$ cat config.mk
export PLATFORM = sky130hd
export DESIGN_NAME = tt_cell_pad_ctrl
export DESIGN_NICKNAME = d
export VERILOG_FILES = /design/src/rtl/tt_cell_pad_ctrl.sv
export SDC_FILE = /design/constraint.sdc
export NUM_CORES = 1
export LEC_CHECK = 0
export CAP_MARGIN = 25
export CORE_MARGIN = 1.5
export CORE_UTILIZATION = 55
export CTS_CLUSTER_DIAMETER = 60
export DETAILED_ROUTE_END_ITERATION = 10
export PLACE_DENSITY = 0.82
export SYNTH_ARGS = -nofsm -noshare
export SYNTH_HDL_FRONTEND = slang
export SYNTH_SLANG_ARGS = --single-unit
$ cat constraint.sdc
create_clock -name clk -period 2.5 [get_ports clk]
set_input_delay 0.75 -clock clk [delete_from_list [all_inputs] [get_ports clk]]
set_output_delay 0.75 -clock clk [all_outputs]
set_load 0.02 [all_outputs]
$ cat src/rtl/tt_cell_pad_ctrl.sv
// Per-lane pad front-end: serial config shadow/active registers, registered pad
// controls, synchronised and optionally filtered pad input with edge pulses.
// Optional rising-edge counter is enabled by defining TT_PAD_EDGECNT_EN.
module tt_cell_pad_ctrl #(
  parameter int SYNC_STAGES = 2,
  parameter int FILT_LEN    = 4
) (
  input  logic       clk,
  input  logic       rst_n,
  input  logic       cfg_sdi,
  input  logic       cfg_sen,
  input  logic       cfg_latch,
  output logic       cfg_sdo,
  input  logic       out_val,
  input  logic       out_oe_req,
  output logic       in_val,
  output logic       in_rise,
  output logic       in_fall,
  input  logic       pad_Y,
  output logic       pad_A,
  output logic       pad_OE,
  output logic       pad_IE,
  output logic       pad_SL,
  output logic       pad_CS,
  output logic       pad_PD,
  output logic       pad_PU
`ifdef TT_PAD_EDGECNT_EN
  ,
  output logic [7:0] edge_cnt
`endif
);

  localparam logic [7:0] CFG_RST  = 8'h02;
  localparam logic [3:0] FILT_MAX = 4'(FILT_LEN - 1);

  logic [7:0]             shadow_q, shadow_d;
  logic [7:0]             active_q, active_d;
  logic [SYNC_STAGES-1:0] sync_q, sync_d;
  logic [3:0]             filt_cnt_q, filt_cnt_d;
  logic                   in_val_q, in_val_d;
  logic                   in_val_dly_q;
  logic                   in_rise_q, in_fall_q;
  logic                   pad_a_q, pad_oe_q, pad_ie_q, pad_sl_q;
  logic                   pad_cs_q, pad_pd_q, pad_pu_q;

  logic cfg_oe_en, cfg_ie, cfg_sl, cfg_cs, cfg_pd, cfg_pu, cfg_inv, cfg_filt_en;
  logic sync_s;

  assign {cfg_filt_en, cfg_inv, cfg_pu, cfg_pd, cfg_cs, cfg_sl, cfg_ie, cfg_oe_en} = active_q;
  assign sync_s = sync_q[SYNC_STAGES-1];

  always_comb begin
    shadow_d = shadow_q;
    active_d = active_q;
    if (cfg_sen) shadow_d = {cfg_sdi, shadow_q[7:1]};
    // Latch takes the shadow as it was before any same-cycle shift.
    if (cfg_latch) active_d = shadow_q;
  end

  assign sync_d = {sync_q[SYNC_STAGES-2:0], pad_Y & cfg_ie};

  always_comb begin
    in_val_d   = in_val_q;
    filt_cnt_d = filt_cnt_q;
    if (!cfg_filt_en) begin
      in_val_d   = sync_s;
      filt_cnt_d = 4'd0;
    end else if (cfg_latch) begin
      filt_cnt_d = 4'd0;
    end else if (sync_s != in_val_q) begin
      if (filt_cnt_q == FILT_MAX) begin
        in_val_d   = sync_s;
        filt_cnt_d = 4'd0;
      end else begin
        filt_cnt_d = filt_cnt_q + 4'd1;
      end
    end else begin
      filt_cnt_d = 4'd0;
    end
  end

  always_ff @(posedge clk or negedge rst_n) begin
    if (!rst_n) begin
      shadow_q     <= CFG_RST;
      active_q     <= CFG_RST;
      sync_q       <= '0;
      filt_cnt_q   <= 4'd0;
      in_val_q     <= 1'b0;
      in_val_dly_q <= 1'b0;
      in_rise_q    <= 1'b0;
      in_fall_q    <= 1'b0;
      pad_a_q      <= 1'b0;
      pad_oe_q     <= 1'b0;
      pad_ie_q     <= 1'b1;
      pad_sl_q     <= 1'b0;
      pad_cs_q     <= 1'b0;
      pad_pd_q     <= 1'b0;
      pad_pu_q     <= 1'b0;
    end else begin
      shadow_q     <= shadow_d;
      active_q     <= active_d;
      sync_q       <= sync_d;
      filt_cnt_q   <= filt_cnt_d;
      in_val_q     <= in_val_d;
      in_val_dly_q <= in_val_q;
      in_rise_q    <= in_val_q & ~in_val_dly_q;
      in_fall_q    <= ~in_val_q & in_val_dly_q;
      pad_a_q      <= out_val ^ cfg_inv;
      pad_oe_q     <= out_oe_req & cfg_oe_en;
      pad_ie_q     <= cfg_ie;
      pad_sl_q     <= cfg_sl;
      pad_cs_q     <= cfg_cs;
      // Both pulls on at once would fight; release both instead.
      pad_pd_q     <= cfg_pd & ~cfg_pu;
      pad_pu_q     <= cfg_pu & ~cfg_pd;
    end
  end

`ifdef TT_PAD_EDGECNT_EN
  logic [7:0] edge_cnt_q, edge_cnt_d;

  always_comb begin
    edge_cnt_d = edge_cnt_q;
    if (cfg_latch) edge_cnt_d = 8'h00;
    else if (in_rise_q && edge_cnt_q != 8'hFF) edge_cnt_d = edge_cnt_q + 8'h01;
  end

  always_ff @(posedge clk or negedge rst_n) begin
    if (!rst_n) edge_cnt_q <= 8'h00;
    else        edge_cnt_q <= edge_cnt_d;
  end

  assign edge_cnt = edge_cnt_q;
`endif

  assign cfg_sdo = shadow_q[0];
  assign in_val  = in_val_q;
  assign in_rise = in_rise_q;
  assign in_fall = in_fall_q;
  assign pad_A   = pad_a_q;
  assign pad_OE  = pad_oe_q;
  assign pad_IE  = pad_ie_q;
  assign pad_SL  = pad_sl_q;
  assign pad_CS  = pad_cs_q;
  assign pad_PD  = pad_pd_q;
  assign pad_PU  = pad_pu_q;

endmodule

======== Word-level counts from Yosys, hierarchy flattened ========
Index checks and enable logic that the tools add are counted.
storage, ports and cells
  register bits ........................... 33
  input bits .............................. 8
  output and inout port bits .............. 11
  logic and storage cells ................. 41
cells by class
  add/sub/neg operators ................... 1
  eq/ne operators ......................... 5
  muxes and demuxes ....................... 8
  bitwise operators ....................... 11
  reductions and logical operators ........ 1
operator list
  cell                                                   number
  two-way mux 4 bit                                      4
  bitwise AND 1 bit                                      6
  adder 4 x 1 -> 4 bit, second input constant            1
  == test 4 x 2 -> 1 bit, second input constant          1
  two-way mux 1 bit                                      4
  inequality test 2 x 1 -> 1 bit, second input constant  2
  inverter 1 bit                                         4
  AND reduction 3 bit                                    1
  inequality test 2 bit, second input constant           1
  inequality test 1 bit                                  1
  bitwise XOR 1 bit                                      1

======== Logic depth before layout (Yosys ltp) ========
  word-level depth ........................ 5
  gate-level depth with buffers ........... 4
  depth with buffers taken out ............ 4

======== Least setup slack after synthesis ========
OpenSTA, ideal clock, no wires.
  path kind ............................... input-to-reg
  from .................................... input cfg_latch
  to ...................................... register in_val_q, in the netlist in_val
  setup time .............................. 0.128 ns
  arrival ................................. 1.404 ns
  data required time ...................... 2.372 ns
  path slack .............................. 0.969 ns
  stages on the path ...................... 3
  buffers on the path ..................... 1
  cell sequence ........................... buf_6 > o31ai_2 > mux2_1
between the ends
  longest elaborated chain between the ends .. 2
ends and longest elaborated chain
  element                          line  RTL
  start, declared                  12    input logic cfg_latch,
  inequality test 2 bit (no line)  n/a
  AND reduction 3 bit (no line)    n/a
  end signal, assigned             104   in_val_q <= in_val_d;
  end, declared                    40    logic in_val_q, in_val_d;
No other way between the ends.
A chain may end at the register's enable or synchronous reset.

======== Worst setup path in the final report ========
  from .................................... register pad_ie_q, in the netlist pad_IE
  to ...................................... output pad_IE
RTL lines
  element                 line  RTL
  start, declared         43    logic pad_a_q, pad_oe_q, pad_ie_q, pad_sl_q;
  start signal, assigned  110   pad_ie_q <= cfg_ie;
  end, declared           22    output logic pad_IE,
No word-level cell between the ends.

==> metrics.log <==
[metrics] result of the run: finished, final reports clean
[metrics] count of warnings emitted by yosys: 0
[metrics] Vias/cell: 5.079
[metrics] synthesized area per cell: 16.45 um2
[metrics] kind of capture point of the worst setup path: primary output
[metrics] critical path startpoint category: flop
[metrics] Post-DRT Antenna Nets: 0
[metrics] data arrival time of the critical path: 1430 ps
[metrics] netlist area before placement: 1201 um2
[metrics] min-delay worst type: reg2reg
[metrics] critical-path cell list: clkdlybuf4s50_1
[metrics] sum of overflow across all layers after global routing: 0
[metrics] CTS tree: yes
[metrics] Buffers & Inverters on Critical Path: 1
[metrics] Gates resized, CTS repair: 0
[metrics] global-route usage over all layers: 17.21%
[metrics] Static Leakage: 0.6503 nW
[metrics] number of DRC markers after the initial detailed-route iteration: 3
[metrics] total negative slack: 0 ps
[metrics] count of antenna diodes in the layout: 0
[metrics] GP Congestion: between 0.7 and 0.8
[metrics] final max-slew violation count: 0
[metrics] post-route fraction of the period consumed by the critical path: 87.37%
[metrics] clock period minus final worst setup slack: 2184 ps
[metrics] DR pass1 iterations: 4
[metrics] via count of the routed design: 640
[metrics] via count of the first global-routing pass: 697
[metrics] Worst EP required: 1750 ps
[metrics] number of buffers inserted to repair setup after CTS: 0
[metrics] cell type of the slowest stage on the worst timing path: sky130_fd_sc_hd__clkdlybuf4s50_1
[metrics] # setup viols final: 0
[metrics] maximum fanout along the worst path: 1
[metrics] Initial Util: about three fifths
[metrics] terminating pin of the worst hold path: sync_q[1]$_DFF_PN0_
[metrics] Worst Setup Slack, final: 315.8 ps
[metrics] Post-Synthesis Net Count: 82
[metrics] average wire per cell in the routed design: 13.24 um
[metrics] sum of routed wire length over all layers: 1668 um
[metrics] number of buffers created by CTS: 5
[metrics] FF-to-FF End: in_val$_DFFE_PN0P_
[metrics] fraction of the yosys area taken by sequential cells: 69.06%
[metrics] commonest cells after routing, fill and taps aside: sky130_fd_sc_hd__dfrtp_1 (30), sky130_fd_sc_hd__clkdlybuf4s50_1 (18), sky130_fd_sc_hd__mux2_2 (16)
[metrics] Power Density: roughly 940 nW/um2
[metrics] post-cts hold buffer count: 0
[metrics] share of layout cells above drive strength 1: between 30 and 40%
[metrics] pre-CTS setup slack: roughly 390 ps
[metrics] final net count: about 110
[metrics] wire length of the first global-routing pass: 3029 um
[metrics] largest net degree at the start of global routing: 34
[metrics] P&R area growth vs syn: 21.98%
[metrics] Sinks on Clock Net: 33
[metrics] number of cells on the worst reg-to-reg path: 4
[metrics] transition time at the pin with the least slew margin: 384.6 ps
[metrics] reported max-cap violation count: 0
[metrics] WS Path Type: reg2out
[metrics] Max Clk Rate: 0.4578 GHz
[metrics] worst hold path cell count: 0
[metrics] IO Port Bufs: 18
[metrics] CTS clock-pin slew for the worst setup and hold paths: around 90 ps
[metrics] flip-flop and latch count after synthesis: 33
[metrics] die span in x: 49.73 um
[metrics] Max-Slew Margin vs Limit: 74.36%
[metrics] num ports: 19
[metrics] Root Buffer Master: sky130_fd_sc_hd__clkbuf_4
[metrics] maximum vdd ir drop: about 0.00073 V
[metrics] most common library cell in the layout ignoring fill and taps: sky130_fd_sc_hd__dfrtp_1
[metrics] Critical R2R Launch: filt_cnt_q[0]$_DFF_PN0_
[metrics] area of the core: 2002 um2
[metrics] DRC: 0
[metrics] delay of the slowest critical-path stage: 600 ps
[metrics] initial antenna violation count: 0
[metrics] number of distinct standard cells referenced by the synthesized netlist: 19
[metrics] die outline area: approximately 2500 um2
[metrics] RSZ-0062 raised after global routing: no
[metrics] final hold violation count: 0
[metrics] Worst Skew: 9.794 ps
[metrics] DIE HEIGHT: 49.73 um
[metrics] detailed-placement wirelength estimate: 1178 um
[metrics] slack of the worst reg-to-reg path: 1070 ps
[metrics] number of placement rows: 16
[metrics] gate count of the mapped netlist: 73
[metrics] Clk Latency, worst-skew pair: 320 ps
[metrics] number of H-tree levels: 2
[metrics] overall power consumption: 1.383 mW
[metrics] family with the most delay on the worst path: buffers and inverters
[metrics] critical hold path startpoint: sync_q[0]$_DFF_PN0_
[metrics] maximum root-to-sink buffer count: 2
==> state kept, by name (all words and copies together) (netlist names), 2 cells and up <==
signal      count
active_q        8
filt_cnt_q      4
shadow_q        8
sync_q          2
==> routing by layer <==
layer | wire length (um) | vias to the layer above | share of wire, % | GRT usage (%)
met4 | 34 | 0 | 2.0 | 9.722
met5 | 0 | - | 0 | 0
met3 | 86 | 4 | 5.2 | 5.758
li1 | - | 294 | - | -
met1 | 701 | 323 | 42 | 20.08
met2 | 846 | 19 | 51 | 27.78
==> cells in the mapped netlist (all sizes together) <==
cell | count | share of area [%]
dfrtp | 30 | 63
mux2 | 17 | 16
dfstp | 3 | 6.6
nor2 | 3 | 0.94
nor2b | 3 | 1.6
xor2 | 3 | 2.2
and2 | 2 | 1.0
buf | 2 | 1.4
nor3 | 2 | 1.7
and2b | 1 | 0.63
ha | 1 | 1.0
inv | 1 | 0.31
nand2b | 1 | 1.1
nand3 | 1 | 0.42
nand3b | 1 | 0.94
o31ai | 1 | 1.0
xnor2 | 1 | 0.73
==> cells by family after synthesis <==
group	synth area share, %
and+or+nand+nor	8.333
DFF	69.06
adders and majority gates	1.042
AOI/OAI and AO/OA	1.042
buffers and inverters	1.666
muxes	15.94
xor gates and xnor gates	2.917
==> layout make-up <==
type	count	area [um2]
fillers	142	536.8
inverters	1	3.754
clock inverters	2	10.01
repair buffers	20	195.2
well taps	27	33.78
clock buffers	6	41.29
flip-flops and latches	33	829.5
multi-input cells	37	351.6
==> worst max path at each step <==
stage | start | endpoint | slack, ps | depth (start not counted)
2_1_floorplan | cfg_latch | in_val$_DFFE_PN0P_ | 970 | 3
3_3_place_gp | cfg_latch | in_val$_DFFE_PN0P_ | 470 | 3
3_5_place_dp | cfg_latch | in_val$_DFFE_PN0P_ | 390 | 3
4_1_cts | pad_IE$_DFF_PN1_ | pad_IE | 290 | 1
5_1_grt | pad_IE$_DFF_PN1_ | pad_IE | 270 | 1
6_report | pad_IE$_DFF_PN1_ | pad_IE | 320 | 1
==> worst register-to-register path: stages (launching register included) <==
cell and delay (ps):
sky130_fd_sc_hd__dfrtp_1 410, sky130_fd_sc_hd__ha_1 270, sky130_fd_sc_hd__nand2b_4 70, sky130_fd_sc_hd__o31ai_2 200
sky130_fd_sc_hd__mux2_1 360
==> power breakdown <==
group | switching [mW] | leakage (nW) | internal, mW
sequential | 0.0815 | 0.405 | 0.690
clock | 0.158 | 0.0320 | 0.107
combinational | 0.151 | 0.213 | 0.196
==> stage by stage <==
step | cells | utilization [%] | area, um2 | hold slack [ps]
final | 126 | 73.19 | 1465 | 358.0
after global routing | 126 | 73.19 | 1465 | 378.2
after CTS | 126 | 73.19 | 1465 | 362.8
after detailed placement | 118 | 70.63 | 1414 | 340.5
after global placement | 118 | 70.63 | 1414 | 334.2
after floorplan | 73 | - | 1201 | 331.2
Power figures use the tool's default switching activity.
